File: config.mk
export PLATFORM = sky130hd
export DESIGN_NAME = module_booth_mult
export DESIGN_NICKNAME = d
export VERILOG_FILES = /design/src/rtl/mult_pkg.sv /design/src/rtl/module_booth_dp.sv /design/src/rtl/module_booth_mult.sv
export SDC_FILE = /design/constraint.sdc
export NUM_CORES = 1
export LEC_CHECK = 0
export ABC_AREA = 1
export CAP_MARGIN = 20
export CORE_UTILIZATION = 32
export CTS_CLUSTER_DIAMETER = 50
export DETAILED_ROUTE_END_ITERATION = 8
export SYNTH_ARGS = -nofsm -noshare
export SYNTH_HDL_FRONTEND = slang
export SYNTH_SLANG_ARGS = --single-unit
File: constraint.sdc
create_clock -name clk -period 2.15 [get_ports clk]
set_input_delay 0.3225 -clock clk [delete_from_list [all_inputs] [get_ports clk]]
set_output_delay 0.3225 -clock clk [all_outputs]
set_load 0.05 [all_outputs]
File: src/rtl/mult_pkg.sv
// rtl/mult_pkg.sv - shared types and constants for the Booth multiplier
package mult_pkg;

    typedef enum logic [1:0] {
        IDLE = 2'd0,
        CALC = 2'd1,
        DONE = 2'd2
    } mult_state_t;

    localparam int N_DEF = 8;

    localparam logic [1:0] BOOTH_NOP = 2'b00;
    localparam logic [1:0] BOOTH_ADD = 2'b01;
    localparam logic [1:0] BOOTH_SUB = 2'b10;

    // Map the Booth pair {Q[0], Q_1} to the accumulator operation.
    function automatic logic [1:0] booth_op(input logic [1:0] bits);
        case (bits)
            2'b01:   return BOOTH_ADD;
            2'b10:   return BOOTH_SUB;
            default: return BOOTH_NOP;
        endcase
    endfunction

endpackage

File: src/rtl/module_booth_dp.sv
// rtl/module_booth_dp.sv - Booth datapath: M/ACC/Q/Q_1 registers, add/sub and shifter
module module_booth_dp
    import mult_pkg::*;
#(
    parameter int N = N_DEF
) (
    input  logic           clk,
    input  logic           rst,
    input  logic           load_i,
    input  logic           step_i,
    input  logic           last_i,
    input  logic [1:0]     op_i,
    input  logic [N-1:0]   a_i,
    input  logic [N-1:0]   b_i,
    output logic [1:0]     booth_bits_o,
    output logic [2*N-1:0] product_o
);

    logic [N:0]     m_q;
    logic [N:0]     acc_q;
    logic [N-1:0]   q_q;
    logic           q1_q;
    logic [2*N-1:0] prod_q;

    logic [N:0]     sum;
    logic [N:0]     acc_d;
    logic [N-1:0]   q_d;
    logic           q1_d;

    // One Booth step: add/subtract M, then arithmetic shift of {ACC, Q, Q_1}.
    always_comb begin
        sum = acc_q;
        case (op_i)
            BOOTH_ADD: sum = acc_q + m_q;
            BOOTH_SUB: sum = acc_q - m_q;
            default:   sum = acc_q;
        endcase
        acc_d = {sum[N], sum[N:1]};
        q_d   = {sum[0], q_q[N-1:1]};
        q1_d  = q_q[0];
    end

    // Operand load on accept, step during CALC; product captured on the final step
    // so it stays stable in DONE and holds its value through the next operation.
    always_ff @(posedge clk or negedge rst) begin
        if (!rst) begin
            m_q    <= '0;
            acc_q  <= '0;
            q_q    <= '0;
            q1_q   <= 1'b0;
            prod_q <= '0;
        end else if (load_i) begin
            m_q   <= {a_i[N-1], a_i};
            acc_q <= '0;
            q_q   <= b_i;
            q1_q  <= 1'b0;
        end else if (step_i) begin
            acc_q <= acc_d;
            q_q   <= q_d;
            q1_q  <= q1_d;
            if (last_i) begin
                prod_q <= {acc_d[N-1:0], q_d};
            end
        end
    end

    assign booth_bits_o = {q_q[0], q1_q};
    assign product_o    = prod_q;

endmodule

File: src/rtl/module_booth_mult.sv
// rtl/module_booth_mult.sv - sequential radix-2 Booth multiplier with valid/ready handshakes
module module_booth_mult
    import mult_pkg::*;
#(
    parameter int N = N_DEF
) (
    input  logic           clk,
    input  logic           rst,
    input  logic           in_valid,
    output logic           in_ready,
    input  logic [N-1:0]   a,
    input  logic [N-1:0]   b,
    output logic           out_valid,
    input  logic           out_ready,
    output logic [2*N-1:0] product,
    output logic           busy
);

    localparam int            CW       = $clog2(N + 1);
    localparam logic [CW-1:0] CNT_LOAD = CW'(N);

    mult_state_t   state_q, state_d;
    logic [CW-1:0] cnt_q, cnt_d;
    logic          load;
    logic          step;
    logic          last;
    logic [1:0]    booth_bits;
    logic [1:0]    op;

    // State and iteration counter registers.
    always_ff @(posedge clk or negedge rst) begin
        if (!rst) begin
            state_q <= IDLE;
            cnt_q   <= '0;
        end else begin
            state_q <= state_d;
            cnt_q   <= cnt_d;
        end
    end

    // Next-state logic and datapath controls; the step taken with CNT == 1 is the last.
    always_comb begin
        state_d = state_q;
        cnt_d   = cnt_q;
        load    = 1'b0;
        step    = 1'b0;
        last    = 1'b0;
        case (state_q)
            IDLE: begin
                if (in_valid) begin
                    load    = 1'b1;
                    cnt_d   = CNT_LOAD;
                    state_d = CALC;
                end
            end
            CALC: begin
                step  = 1'b1;
                cnt_d = cnt_q - CW'(1);
                if (cnt_q == CW'(1)) begin
                    last    = 1'b1;
                    state_d = DONE;
                end
            end
            DONE: begin
                if (out_ready) begin
                    state_d = IDLE;
                end
            end
            default: state_d = IDLE;
        endcase
    end

    assign op        = booth_op(booth_bits);
    assign in_ready  = (state_q == IDLE);
    assign out_valid = (state_q == DONE);
    assign busy      = (state_q != IDLE);

    module_booth_dp #(
        .N(N)
    ) u_dp (
        .clk         (clk),
        .rst         (rst),
        .load_i      (load),
        .step_i      (step),
        .last_i      (last),
        .op_i        (op),
        .a_i         (a),
        .b_i         (b),
        .booth_bits_o(booth_bits),
        .product_o   (product)
    );

endmodule

==> results of run 1 <==
-- placed cells by master, fill, tap and decap left out, types with 2 or more instances in the layout --
master	n
sky130_fd_sc_hd__inv_4	3
sky130_fd_sc_hd__nand2_2	7
sky130_fd_sc_hd__nor2_1	10
sky130_fd_sc_hd__nor2_8	3
sky130_fd_sc_hd__clkbuf_8	5
sky130_fd_sc_hd__clkdlybuf4s50_1	34
sky130_fd_sc_hd__dlymetal6s2s_1	2
sky130_fd_sc_hd__o21ai_0	10
sky130_fd_sc_hd__a22oi_1	7
sky130_fd_sc_hd__nand2_1	86
sky130_fd_sc_hd__o21ai_2	8
sky130_fd_sc_hd__dfrtp_1	47
sky130_fd_sc_hd__xnor2_1	2
sky130_fd_sc_hd__o22ai_2	3
sky130_fd_sc_hd__a21oi_1	4
sky130_fd_sc_hd__a21oi_2	7
sky130_fd_sc_hd__ha_4	7
sky130_fd_sc_hd__nor2_4	2
sky130_fd_sc_hd__nand2_4	6
sky130_fd_sc_hd__buf_4	18
sky130_fd_sc_hd__inv_1	24
sky130_fd_sc_hd__or2_2	2
sky130_fd_sc_hd__xor2_1	3
sky130_fd_sc_hd__nor2_2	3
sky130_fd_sc_hd__ha_1	5
sky130_fd_sc_hd__o21ai_1	15
sky130_fd_sc_hd__nand3_1	15
sky130_fd_sc_hd__inv_2	11
-- cells in the mapped netlist (2+ instances only) --
library cell | number | area share, %
sky130_fd_sc_hd__inv_2 | 6 | 0.87
sky130_fd_sc_hd__o22ai_1 | 2 | 0.48
sky130_fd_sc_hd__xnor2_1 | 2 | 0.67
sky130_fd_sc_hd__ha_1 | 12 | 5.8
sky130_fd_sc_hd__nor2_1 | 14 | 2.0
sky130_fd_sc_hd__a31oi_1 | 2 | 0.48
sky130_fd_sc_hd__a21oi_1 | 11 | 2.1
sky130_fd_sc_hd__o21ai_1 | 12 | 2.3
sky130_fd_sc_hd__o21ai_2 | 8 | 2.7
sky130_fd_sc_hd__nor2_8 | 3 | 2.3
sky130_fd_sc_hd__dfrtp_1 | 47 | 45
sky130_fd_sc_hd__inv_1 | 29 | 4.2
sky130_fd_sc_hd__buf_6 | 3 | 1.3
sky130_fd_sc_hd__buf_2 | 4 | 0.77
sky130_fd_sc_hd__o22ai_2 | 2 | 0.96
sky130_fd_sc_hd__nand2_1 | 98 | 14
sky130_fd_sc_hd__xor2_1 | 3 | 1.0
sky130_fd_sc_hd__or2_2 | 2 | 0.48
sky130_fd_sc_hd__a22oi_1 | 7 | 2.0
sky130_fd_sc_hd__nand3_1 | 16 | 3.1
sky130_fd_sc_hd__inv_4 | 3 | 0.72
sky130_fd_sc_hd__o21ai_0 | 13 | 2.5
-- sequential cells by signal (all words and copies together), names as in the netlist --
name            count
u_dp.q_q            8
cnt_q               4
state_q             2
u_dp.product_o     16
u_dp.m_q            8
u_dp.acc_q          8
u_dp.q1_q           1
-- routing by layer --
metal / vias up / track usage (%)
met5: - / 0
li1: 1120 / -
met3: 8 / 2.74
met1: 1083 / 20.1
met2: 32 / 24.2
met4: 0 / 5.21
-- what timing repair did --
action	in CTS	in global routing
hold endpoints to repair	17	0
setup buffers	1	1
setup endpoints to repair	14	16
hold buffers	1	0
resized for setup	18	36
pin swaps	10	15
-- cell type report --
cell class              count  share of cell area, %
well taps                 102                   3.65
clock inverters             3                  0.644
multi-input cells         218                   40.8
repair buffers             57                   15.1
clock buffers               5                   1.97
inverters                  38                   4.29
flip-flops and latches     47                   33.6
-- cells by family (layout without fill, tap and decap cells) --
family,after synthesis,after routing
and+or+nand+nor,138,138
AOI/OAI and AO/OA,62,62
DFF,47,47
buffers and inverters,46,103
adders and majority gates,13,13
xor gates and xnor gates,5,5
-- worst max-delay path by stage --
stage / start / endpoint / slack, ns / depth (start not counted)
finish: u_dp.m_q[1] / u_dp.acc_q[6] / -0.06 / 15
global route: u_dp.m_q[1] / u_dp.acc_q[7] / -0.24 / 19
CTS: u_dp.m_q[1] / u_dp.acc_q[7] / -0.12 / 20
detailed placement: u_dp.m_q[0] / u_dp.acc_q[7] / -0.17 / 18
global placement: u_dp.m_q[0] / u_dp.acc_q[7] / -0.11 / 18
floorplan: u_dp.m_q[0] / u_dp.product_o[15] / 0.01 / 18
-- worst max-delay path: stages, from the launching register on --
cell	delay [ns]
sky130_fd_sc_hd__dfrtp_1	0.42
sky130_fd_sc_hd__inv_2	0.08
sky130_fd_sc_hd__ha_4	0.14
sky130_fd_sc_hd__nand2_4	0.05
sky130_fd_sc_hd__nor2_4	0.09
sky130_fd_sc_hd__nor2_2	0.05
sky130_fd_sc_hd__a21oi_2	0.11
sky130_fd_sc_hd__xnor2_1	0.13
sky130_fd_sc_hd__inv_1	0.08
sky130_fd_sc_hd__ha_4	0.30
sky130_fd_sc_hd__nand2_1	0.08
sky130_fd_sc_hd__o21a_1	0.22
sky130_fd_sc_hd__a21o_1	0.16
sky130_fd_sc_hd__nand3_1	0.09
sky130_fd_sc_hd__nand3_1	0.07
sky130_fd_sc_hd__nand2_1	0.07
-- through the flow --
step,worst slack [ns],instance area (µm²)
finish,-0.0569,3500
CTS,-0.117,3370
detailed placement,-0.172,3170
floorplan,0.0119,2610
global placement,-0.109,3170
global route,-0.238,3500
==> impl_metrics.env, run 1 <==
export IMPL_cts_path_max_buffers=2
export IMPL_area_growth_pct=34.7
export IMPL_grt_total_usage_pct=15.0
export IMPL_die_width_um=92.1
export IMPL_post_place_cells=459
export IMPL_port_buffer_count=38
export IMPL_setup_worst_path_start_class="flip-flop"
export IMPL_count_of_cell_types_in_the_netlist=34
export IMPL_finalWirelength_um=6120
export IMPL_top_layer="met4"
export IMPL_yosys_most_used_dff="sky130_fd_sc_hd__dfrtp_1"
export IMPL_critical_path_type="flip-flop to flip-flop"
export IMPL_rr_worst_depth=15
export IMPL_syn_cell_area_um2=2600
export IMPL_result_of_the_run="complete, but fails checks"
export IMPL_post_route_skew_ns=0.00866
export IMPL_finalSetupViolCount=4
export IMPL_first_iter_violations=82
export IMPL_critical_path_data_arrival_time_ns=2.45
export IMPL_synth_seq_cells=47
export IMPL_die_area_um2=8480
export IMPL_path_max_fanout=4
export IMPL_worst_skew_pair_late_latency_ns=0.31
export IMPL_grt_antenna_before_repair=0
export IMPL_utilization_pct=44.8
export IMPL_clkTransAtPathRegs_ns=0.10
export IMPL_cts_buffers=5
export IMPL_finalNonFillerCells=470
export IMPL_critPathCaptureType="flip-flop"
export IMPL_drtAntennaViolNets=0
export IMPL_first_global_vias=2127
export IMPL_synthesis_area_per_instance_um2=8.35
export IMPL_router_iterations_before_antenna_repair=4
export IMPL_hold_violations=0
export IMPL_coreArea_um2=7810
export IMPL_drive_gt1_share_pct=25.5
export IMPL_boundaryPins=39
export IMPL_synth_compound_area_share_pct=15.1
export IMPL_nets=400
export IMPL_n_fill_cell=768
export IMPL_route_met3_wl_um=141
export IMPL_area_share_of_and_or_nand_nor_cells_after_synthesis_pct=23.4
export IMPL_number_of_diodes=0
export IMPL_grt_first_pass_wirelength_um=9930
export IMPL_synthXorXnorAreaFrac_pct=1.69
export IMPL_max_slew_worst_pin_slew_ns=0.500
export IMPL_synth_warning_count=0
export IMPL_synth_top_family_by_area="simple AND/OR/NAND/NOR gates"
export IMPL_ff_latch_area_um2=1180
export IMPL_min_path_type="input pin to asynchronous set/reset pin"
export IMPL_floorplan_die_height_um=92.1
export IMPL_root_buf_cell="sky130_fd_sc_hd__clkbuf_8"
export IMPL_hold_ws_ns=0.479
export IMPL_finalWorstPathRequiredPeriod_ns=2.21
export IMPL_maxCapViolations=0
export IMPL_dr_vias_cell=4.77
export IMPL_violations="negative setup slack"
export IMPL_synth_mux_area_share_pct=0
export IMPL_clock_tree_htree_level_count=2
export IMPL_final_min_period_over_clock_period_pct=103
export IMPL_synth_fa_ha_area_share_pct=6.55
export IMPL_ys_async_sr_fraction_pct=100
export IMPL_setup_slack_ns=-0.0569
export IMPL_cts_tree="done"
export IMPL_share_of_the_yosys_chip_area_belonging_to_registers_pct=45.3
export IMPL_edff_count_synth=0
export IMPL_reg2reg_slack_ns=-0.06
export IMPL_globalRouteOverflowTotal=0
export IMPL_timing_setup_tns_ns=-0.155
export IMPL_dr_total_vias=2243
export IMPL_final_max_slew_viol_count=0
export IMPL_rsz0062_at_grt="true"
export IMPL_synthesis_nets=344
export IMPL_wirelength_met1_um=2740
export IMPL_drc_errors=0
export IMPL_multi_input_logic_area_um2=1430
export IMPL_num_rows=32
export IMPL_r2r_start="u_dp.m_q[1]"
export IMPL_synthesis_instances=311
export IMPL_dp_hpwl_um=4380
export IMPL_maxSlewHeadroom_pct=66.6
export IMPL_detailroute_wirelength_met2_um=3150
export IMPL_critical_path_reg2reg_endpoint="u_dp.acc_q[6]"
export IMPL_timing_fmax_mhz=453
export IMPL_effective_utilization_at_floorplan_pct=33.3
export IMPL_grt_start_max_net_pins=26
export IMPL_finalWeightedCongestion=0.859
export IMPL_worst_endpoint_required_ns=2.40
export IMPL_detail_route_wl_per_cell_um=13.0
export IMPL_clock_sinks=47
Power of run 1 is left out: the tool's default activity adds up to more than one toggle a clock period on the data nets, which glitch-free logic cannot reach.
==> run 2: changes to the inputs <==
SLEW_MARGIN = 20   (was default)
==> results of run 2 <==
No change in the layout: final DEF, timing and power equal those of run 1.
Power of run 2 is left out for the same reason.
==> run 3: changes to the inputs <==
PLACE_DENSITY = 0.64   (was default)
==> run 3 against run 2 <==
Effect of this change: the flow still finishes with violations (negative setup slack); global-route usage down 0.31 points; wire length grew 3.2%; first-iteration DRC count rose by 39%; critical path depth shrank 1; setup slack worse by 0.059 ns; design area grew 2.9%; via count increased by 1.0%; register-to-register slack lost 0.06 ns; die area did not move; sequential share of layout area shrank 0.93 points; clock-buffer cell count unchanged; critical endpoint is now u_dp.acc_q[7]; largest cell class unchanged; highest routed layer unchanged.
==> impl_metrics.env, run 3 (synthesized netlist as in run 1, its figures left out) <==
export IMPL_max_slew_worst_pin_slew_ns=0.499
export IMPL_cpLargestDelayFamily="compound AO/OA/AOI/OAI gates"
export IMPL_grt_first_pass_wirelength_um=9890
export IMPL_critPathCaptureType="flip-flop"
export IMPL_dr_vias_cell=4.72
export IMPL_drc_errors=0
export IMPL_min_path_type="input pin to asynchronous set/reset pin"
export IMPL_slowest_stage="sky130_fd_sc_hd__dfrtp_1"
export IMPL_nets=410
export IMPL_floorplan_die_height_um=92.1
export IMPL_number_of_diodes=0
export IMPL_clock_tree_htree_level_count=2
export IMPL_critical_path_reg2reg_endpoint="u_dp.acc_q[7]"
export IMPL_globalRouteOverflowTotal=0
export IMPL_root_buf_cell="sky130_fd_sc_hd__clkbuf_8"
export IMPL_rsz0062_at_grt="true"
export IMPL_port_buffer_count=38
export IMPL_worst_endpoint_required_ns=2.40
export IMPL_critical_path_type="flip-flop to flip-flop"
export IMPL_maxCapViolations=0
export IMPL_timing_fmax_mhz=441
export IMPL_cpPeakStageDelay_ns=0.42
export IMPL_boundaryPins=39
export IMPL_cts_buffers=5
export IMPL_hold_violations=0
export IMPL_critical_path_data_arrival_time_ns=2.52
export IMPL_rr_worst_depth=14
export IMPL_final_max_slew_viol_count=0
export IMPL_router_iterations_before_antenna_repair=4
export IMPL_drtAntennaViolNets=0
export IMPL_largest_register_ffs=16
export IMPL_timing_critical_path_buf_inv=1
export IMPL_die_width_um=92.1
export IMPL_drive_gt1_share_pct=28.3
export IMPL_dr_total_vias=2266
export IMPL_worst_path_most_repeated_cell="sky130_fd_sc_hd__nand2_1"
export IMPL_layout_cells_most_common="sky130_fd_sc_hd__nand2_1"
export IMPL_maxSlewHeadroom_pct=66.6
export IMPL_clock_sinks=47
export IMPL_path_max_fanout=5
export IMPL_n_fill_cell=738
export IMPL_result_of_the_run="complete, but fails checks"
export IMPL_first_global_vias=2129
export IMPL_worst_skew_pair_late_latency_ns=0.30
export IMPL_timing_setup_tns_ns=-0.283
export IMPL_setup_slack_ns=-0.116
export IMPL_first_iter_violations=114
export IMPL_finalWeightedCongestion=0.836
export IMPL_finalWirelength_um=6320
export IMPL_clkTransAtPathRegs_ns=0.10
export IMPL_finalWorstPathRequiredPeriod_ns=2.27
export IMPL_coreArea_um2=7810
export IMPL_effective_utilization_at_floorplan_pct=33.3
export IMPL_setup_worst_path_start_class="flip-flop"
export IMPL_violations="negative setup slack"
export IMPL_cts_path_max_buffers=2
export IMPL_grt_start_max_net_pins=26
export IMPL_critical_path_cell_chain="ha_4 -> buf_4 -> a31oi_1 -> xnor2_1 -> ha_1 -> a21oi_2 -> nand2_2 -> a21oi_2 -> nand2_2 -> nand3_2 -> nand2_1 -> nand2_1 -> nand2_1 -> nand2_1"
export IMPL_die_area_um2=8480
export IMPL_post_route_skew_ns=0.0118
export IMPL_area_growth_pct=38.6
export IMPL_finalSetupViolCount=4
export IMPL_cts_tree="done"
export IMPL_num_rows=32
export IMPL_grt_antenna_before_repair=0
export IMPL_commonest_cells_after_routing_fill_and_taps_aside="85 x sky130_fd_sc_hd__nand2_1, 47 x sky130_fd_sc_hd__dfrtp_1, 35 x sky130_fd_sc_hd__clkdlybuf4s50_1, 28 x sky130_fd_sc_hd__buf_4, 24 x sky130_fd_sc_hd__inv_1"
export IMPL_detail_route_wl_per_cell_um=13.2
export IMPL_grt_total_usage_pct=14.7
export IMPL_r2r_start="u_dp.q_q[0]"
export IMPL_reg2reg_slack_ns=-0.12
export IMPL_dp_hpwl_um=4290
export IMPL_final_min_period_over_clock_period_pct=105
==> run 3: cell types whose count changed in the layout (fill, tap and decap cells not counted), moves of 2 or more <==
cell                      before  now
sky130_fd_sc_hd__a21oi_2       7    5
sky130_fd_sc_hd__nand2_2       7   10
sky130_fd_sc_hd__nand2_4       6    4
sky130_fd_sc_hd__buf_4        18   28
sky130_fd_sc_hd__a21oi_4       0    2
sky130_fd_sc_hd__nand3_1      15   13
==> run 3: layout make-up <==
class	instances	area, µm²	share of cell area (%)
Clock buffer	5	68.8	1.91
Timing Repair Buffer	67	599	16.6
Multi-Input combinational cell	218	1460	40.4
Sequential cell	47	1180	32.7
Tap cell	102	128	3.55
Inverter	38	150	4.17
Clock inverter	3	22.5	0.626
==> run 3: how the worst max path moves through the flow <==
stage                      from                 end  depth (start not counted)
floorplan           u_dp.m_q[0]  u_dp.product_o[15]                         18
global placement    u_dp.m_q[0]       u_dp.acc_q[7]                         18
detailed placement  u_dp.m_q[0]       u_dp.acc_q[7]                         19
CTS                 u_dp.m_q[1]       u_dp.acc_q[7]                         20
global route        u_dp.m_q[0]       u_dp.acc_q[7]                         19
finish              u_dp.q_q[0]       u_dp.acc_q[7]                         14
==> run 3: through the flow <==
| stage | hold slack [ns] | instances | cell area, µm² | setup slack [ns] | util, % |
|---|---|---|---|---|---|
| floorplan | 0.0269 | 311 | 2610 | 0.0119 | - |
| global placement | 0.238 | 459 | 3170 | -0.110 | 40.6 |
| detailed placement | 0.235 | 459 | 3170 | -0.213 | 40.6 |
| CTS | 0.437 | 479 | 3450 | -0.0500 | 44.1 |
| global route | 0.457 | 480 | 3600 | -0.251 | 46.1 |
| finish | 0.428 | 480 | 3600 | -0.116 | 46.1 |
==> run 3: layer usage <==
| layer | vias to the layer above | routed length, µm | GRT usage, % |
|---|---|---|---|
| li1 | 1144 | - | - |
| met1 | 1083 | 2770 | 18.4 |
| met2 | 33 | 3310 | 26.1 |
| met3 | 6 | 159 | 2.24 |
| met4 | 0 | 72 | 3.91 |
| met5 | - | 0 | 0 |
==> run 3: repair_timing <==
action	4_1_cts	5_1_grt
endpoints found under the setup margin	13	15
endpoints found under the hold margin	11	0
hold buffers	1	0
pin swaps	10	13
buffers inserted	11	1
resized for setup	21	37
Power of run 3 is left out for the same reason.
